`src/rtl/axis_rr_arbiter.sv`:
```
// axis_rr_arbiter
//   Packet-level round-robin multiplexer that shares one AXI-Stream output
//   among S_COUNT input streams. A grant is taken in IDLE and held for a whole
//   packet, until the beat that carries tlast is accepted. The arbiter then
//   returns to IDLE for one cycle before it picks the next input.
//
// Ports
//   clk, reset          clock and synchronous active-high reset
//   s_id_i/s_data_i/s_user_i  packed input fields, stream k at [k*W +: W]
//   s_last_i/s_valid_i  input tlast/tvalid, bit k = stream k
//   s_ready_o           input tready, one-hot on the granted stream only
//   m_id_o/m_data_o/m_user_o/m_last_o/m_valid_o  fields of the granted stream
//   m_ready_i           output tready
//   m_sel_o             index of the granted stream
//   busy_o              1 while a packet grant is held (state is PASS)
//
// Handshake: a beat moves when valid and ready are both high on a rising
// clk edge. m_valid_o never depends on m_ready_i; s_ready_o is m_ready_i
// routed to the granted input, so that path is combinational.
module axis_rr_arbiter #(
    parameter  int S_COUNT      = 4,
    parameter  int T_DATA_WIDTH = 8,
    parameter  int T_USER_WIDTH = 10,
    parameter  int T_ID_WIDTH   = 8,
    localparam int SW           = $clog2(S_COUNT)
) (
    input  logic                             clk,
    input  logic                             reset,
    input  logic [S_COUNT*T_ID_WIDTH-1:0]    s_id_i,
    input  logic [S_COUNT*T_DATA_WIDTH-1:0]  s_data_i,
    input  logic [S_COUNT*T_USER_WIDTH-1:0]  s_user_i,
    input  logic [S_COUNT-1:0]               s_last_i,
    input  logic [S_COUNT-1:0]               s_valid_i,
    output logic [S_COUNT-1:0]               s_ready_o,
    output logic [T_ID_WIDTH-1:0]            m_id_o,
    output logic [T_DATA_WIDTH-1:0]          m_data_o,
    output logic [T_USER_WIDTH-1:0]          m_user_o,
    output logic                             m_last_o,
    output logic                             m_valid_o,
    input  logic                             m_ready_i,
    output logic [SW-1:0]                    m_sel_o,
    output logic                             busy_o
);

    typedef enum logic {
        IDLE = 1'b0,
        PASS = 1'b1
    } state_t;

    state_t        state_q;
    logic [SW-1:0] sel_q;
    logic [SW-1:0] prio_q;
    logic          busy_q;

    logic [SW-1:0] grant_d;
    logic          grant_found;
    logic [SW-1:0] idx;
    logic          hs;

    // Search starts one past the last granted input and wraps at S_COUNT,
    // so indices >= S_COUNT are never visited for non-power-of-2 counts.
    always_comb begin
        grant_found = 1'b0;
        grant_d     = '0;
        idx         = prio_q;
        for (int i = 0; i < S_COUNT; i++) begin
            idx = (idx == SW'(S_COUNT - 1)) ? '0 : idx + 1'b1;
            if (!grant_found && s_valid_i[idx]) begin
                grant_found = 1'b1;
                grant_d     = idx;
            end
        end
    end

    // Zero-latency field mux; in IDLE these show stream sel_q but valid is 0.
    assign m_id_o    = s_id_i[sel_q*T_ID_WIDTH +: T_ID_WIDTH];
    assign m_data_o  = s_data_i[sel_q*T_DATA_WIDTH +: T_DATA_WIDTH];
    assign m_user_o  = s_user_i[sel_q*T_USER_WIDTH +: T_USER_WIDTH];
    assign m_last_o  = s_last_i[sel_q];
    assign m_valid_o = (state_q == PASS) & s_valid_i[sel_q];
    assign m_sel_o   = sel_q;
    assign busy_o    = busy_q;
    assign hs        = m_valid_o & m_ready_i;

    always_comb begin
        s_ready_o = '0;
        if (state_q == PASS && m_ready_i) begin
            s_ready_o[sel_q] = 1'b1;
        end
    end

    always_ff @(posedge clk) begin
        if (reset) begin
            state_q <= IDLE;
            sel_q   <= '0;
            prio_q  <= SW'(S_COUNT - 1);
            busy_q  <= 1'b0;
        end else begin
            case (state_q)
                IDLE: begin
                    if (grant_found) begin
                        sel_q   <= grant_d;
                        state_q <= PASS;
                        busy_q  <= 1'b1;
                    end
                end
                PASS: begin
                    // Grant is held through valid gaps; only an accepted
                    // last beat releases it.
                    if (hs && m_last_o) begin
                        prio_q  <= sel_q;
                        state_q <= IDLE;
                        busy_q  <= 1'b0;
                    end
                end
                default: begin
                    state_q <= IDLE;
                    busy_q  <= 1'b0;
                end
            endcase
        end
    end

endmodule

```
`config.mk`:
```
export PLATFORM = sky130hd
export DESIGN_NAME = axis_rr_arbiter
export DESIGN_NICKNAME = d
export VERILOG_FILES = /design/src/rtl/axis_rr_arbiter.sv
export SDC_FILE = /design/constraint.sdc
export NUM_CORES = 1
export LEC_CHECK = 0
export BUFFER_PORTS_ARGS = -buffer_cell sky130_fd_sc_hd__buf_4
export CORE_AREA = 2 2 59 75
export CTS_CLUSTER_DIAMETER = 40
export DETAILED_ROUTE_END_ITERATION = 8
export DIE_AREA = 0 0 61 77
export HOLD_SLACK_MARGIN = 0.12
export PLACE_DENSITY = 0.76
export SYNTH_ARGS = -nofsm -noshare
export SYNTH_HDL_FRONTEND = slang
export SYNTH_SLANG_ARGS = --single-unit
```
`constraint.sdc`:
```
create_clock -name clk -period 1.3 [get_ports clk]
set_input_delay 0.065 -clock clk [delete_from_list [all_inputs] [get_ports clk]]
set_output_delay 0.065 -clock clk [all_outputs]
set_load 0.02 [all_outputs]
```
==> out/qor.yml <==
postSynthRegisterBits: 6
fin_crit_sh: 1.17
worst_setup_path_start_kind: "register"
end_kind: "primary output"
critPathTopFamily: "multiplexers"
fin_crit_ns: 1.53
slew_viol_final: 0
io_buffers: 149
relSlewSlack: 0.779
yosysTopAreaCell: "mux4_2"
boundaryPins: 150
hold_path.class: "in -> reg"
instances_no_fill: 298
yosysWarningCount: 0
worstPathCellList: "buf_12 > mux4_2 > buf_6"
grt_pass1_wl_mm: 7.20
fin_nets: 359
place_inst: 289
fmax_mhz: 656
cp.buffers_inverters: 2
worstMarginPinSlew_ns: 0.328
ir_worst_vdd_uv: 571
drt-initial-drc-count: 23
synth_fp_nets: 201
firstDrtPassIters: 4
cpMaxStageDelayCell: "mux4_2"
clock_path_buffers: 2
overflow: 0
p_leak_nw: 1.16
setup_viol: 36
final_antenna_net_count: 0
syn_area_sq_um: 1050
drive_above_1_share: 0.847
gp_congestion: 0.815
holdWs_ns: 0.252
yosysSeqAreaShare: 0.114
cp.arrival_ns: 1.46
hold_viol_final: 0
initial_core_util: 0.262
required_ns: 1.24
synth_top_area_frac: 0.579
die_h_um: 77
cts_root_buf: "clkbuf_8"
via_count: 1455
dp_hpwl_mm: 4.07
violations: "setup timing"
dieArea_sq_um: 4700
cts.htree.levels: 1
wl_per_cell_um: 16.7
grt_max_degree: 21
clock_latency_ns: 0.22
syn_inst: 85
critical_path_class: "reg -> out"
grt_pass1_vias: 1603
run_status: "finished, violations left"
antenna_cells: 0
rsz0062_at_grt: "true"
synth_area_leaders: "mux4_2, dfxtp_1, mux2i_1"
fin_ws_ns: -0.225
synth.distinct_cells: 27
syn_to_final_growth_pct: 146
core_area_sq_um: 4000
wl_mm: 4.98
powerDensity_nw_per_um2: 632
maxCapViolations: 0
finalClockSkew_ns: 0.00462
row_count: 26
drc: 0
pre_cts_slack_ns: -0.0496
avgSynthCellArea_sq_um: 12.4
grtUsageTotal: 0.202
die_x_um: 61
fin_area_sq_um: 2580
cts_sinks: 6
cts_tree: "done"
cp_max_fo: 9
placed_cell_area_sq_um: 2290
antenna_found_initial: 0
vias_per_cell: 4.88
path_clk_slew_ns: 0.04
cpPeakStageDelay_ns: 0.51
cts_made_buffers: 3
-- layer usage --
metal / vias to the layer above / global-route usage / wire [um]
met3: 18 / 0.0573 / 538
met4: 0 / 0.0804 / 196
met2: 92 / 0.380 / 2800
li1: 668 / - / -
met5: - / 0 / 0
met1: 677 / 0.194 / 1450
-- through the flow --
| step | setup TNS, ns | utilization | power (mW) |
|---|---|---|---|
| 6_report | -7.07 | 0.646 | 1.63 |
| 5_1_grt | -8.81 | 0.646 | 1.73 |
| 3_5_place_dp | -0.579 | 0.572 | 1.19 |
| 4_1_cts | -6.87 | 0.627 | 1.61 |
| 2_1_floorplan | -3.99 | - | 0.685 |
| 3_3_place_gp | -0.329 | 0.572 | 1.18 |
-- final timing paths --
path / start / endpoint / slack [ns] / cells past startpoint
max reg2reg: m_sel_o[0] / prio_q[1] / -0.20 / 4
min reg2reg: busy_o / busy_o / 0.51 / 2
min: s_valid_i[1] / m_sel_o[0] / 0.25 / 4
max: m_sel_o[0] / m_user_o[1] / -0.23 / 3
-- synth_stat cells (all sizes together) --
cell type,number
o21ai,1
or2,1
o31a,1
a2bb2oi,1
a211oi,1
and3,1
nor4,1
and2,1
o211ai,1
a21oi,1
nor2,13
nand3b,2
buf,9
nand3,1
clkbuf,1
o31ai,1
mux4,27
nand2,1
mux2i,5
ha,1
inv,2
o22ai,2
dfxtp,6
nand2b,3
a22oi,1
-- what timing repair did --
action,in CTS,in global routing
pin swaps,1,0
hold buffers,1,0
gates resized for setup,32,13
cloned,1,1
buffers inserted,2,0
setup endpoints to repair,37,38
hold endpoints to repair,3,0
-- cells by family after synthesis --
family | count (synthesis) | synth area share
AO/OA/AOI/OAI | 10 | 0.0715
adder cells (fa/ha/maj) | 1 | 0.0119
buffers and inverters | 12 | 0.0620
flip-flops | 6 | 0.114
multiplexers | 32 | 0.627
AND/OR/NAND/NOR | 24 | 0.113
-- worst reg2reg max path: stages (launching register included) --
cell	delay, ns
dfxtp_4	0.42
buf_4	0.15
mux4_2	0.52
and2_4	0.18
mux2i_1	0.11
-- cell usage in the layout (no fill, tap or decap), drive strengths merged, types with 2 or more instances in the layout --
| master | netlist | routed |
|---|---|---|
| mux4 | 27 | 27 |
| nand2b | 3 | 3 |
| dfxtp | 6 | 6 |
| mux2i | 5 | 5 |
| inv | 2 | 2 |
| clkbuf | 1 | 5 |
| buf | 9 | 161 |
| nand3b | 2 | 2 |
| nor2 | 13 | 13 |
| o22ai | 2 | 2 |
-- registers in the layout (all words and copies together), names as in the netlist --
name	flops
m_sel_o	2
prio_q	2
busy_o	1
state_q	1
-- cell type report --
class                           instances  area [sq um]
Fill cell                             324          1420
Clock buffer                            4          45.0
Inverter                                2          7.51
Multi-Input combinational cell         67           913
Tap cell                               56          70.1
Timing Repair Buffer                  163          1420
Sequential cell                         6           126
-- where the power goes --
group	internal (mW)	switching, mW
combinational	0.699	0.421
clock	0.211	0.0774
sequential	0.200	0.0237
total	1.11	0.522
No activity file was read; power rests on OpenSTA's default activity.
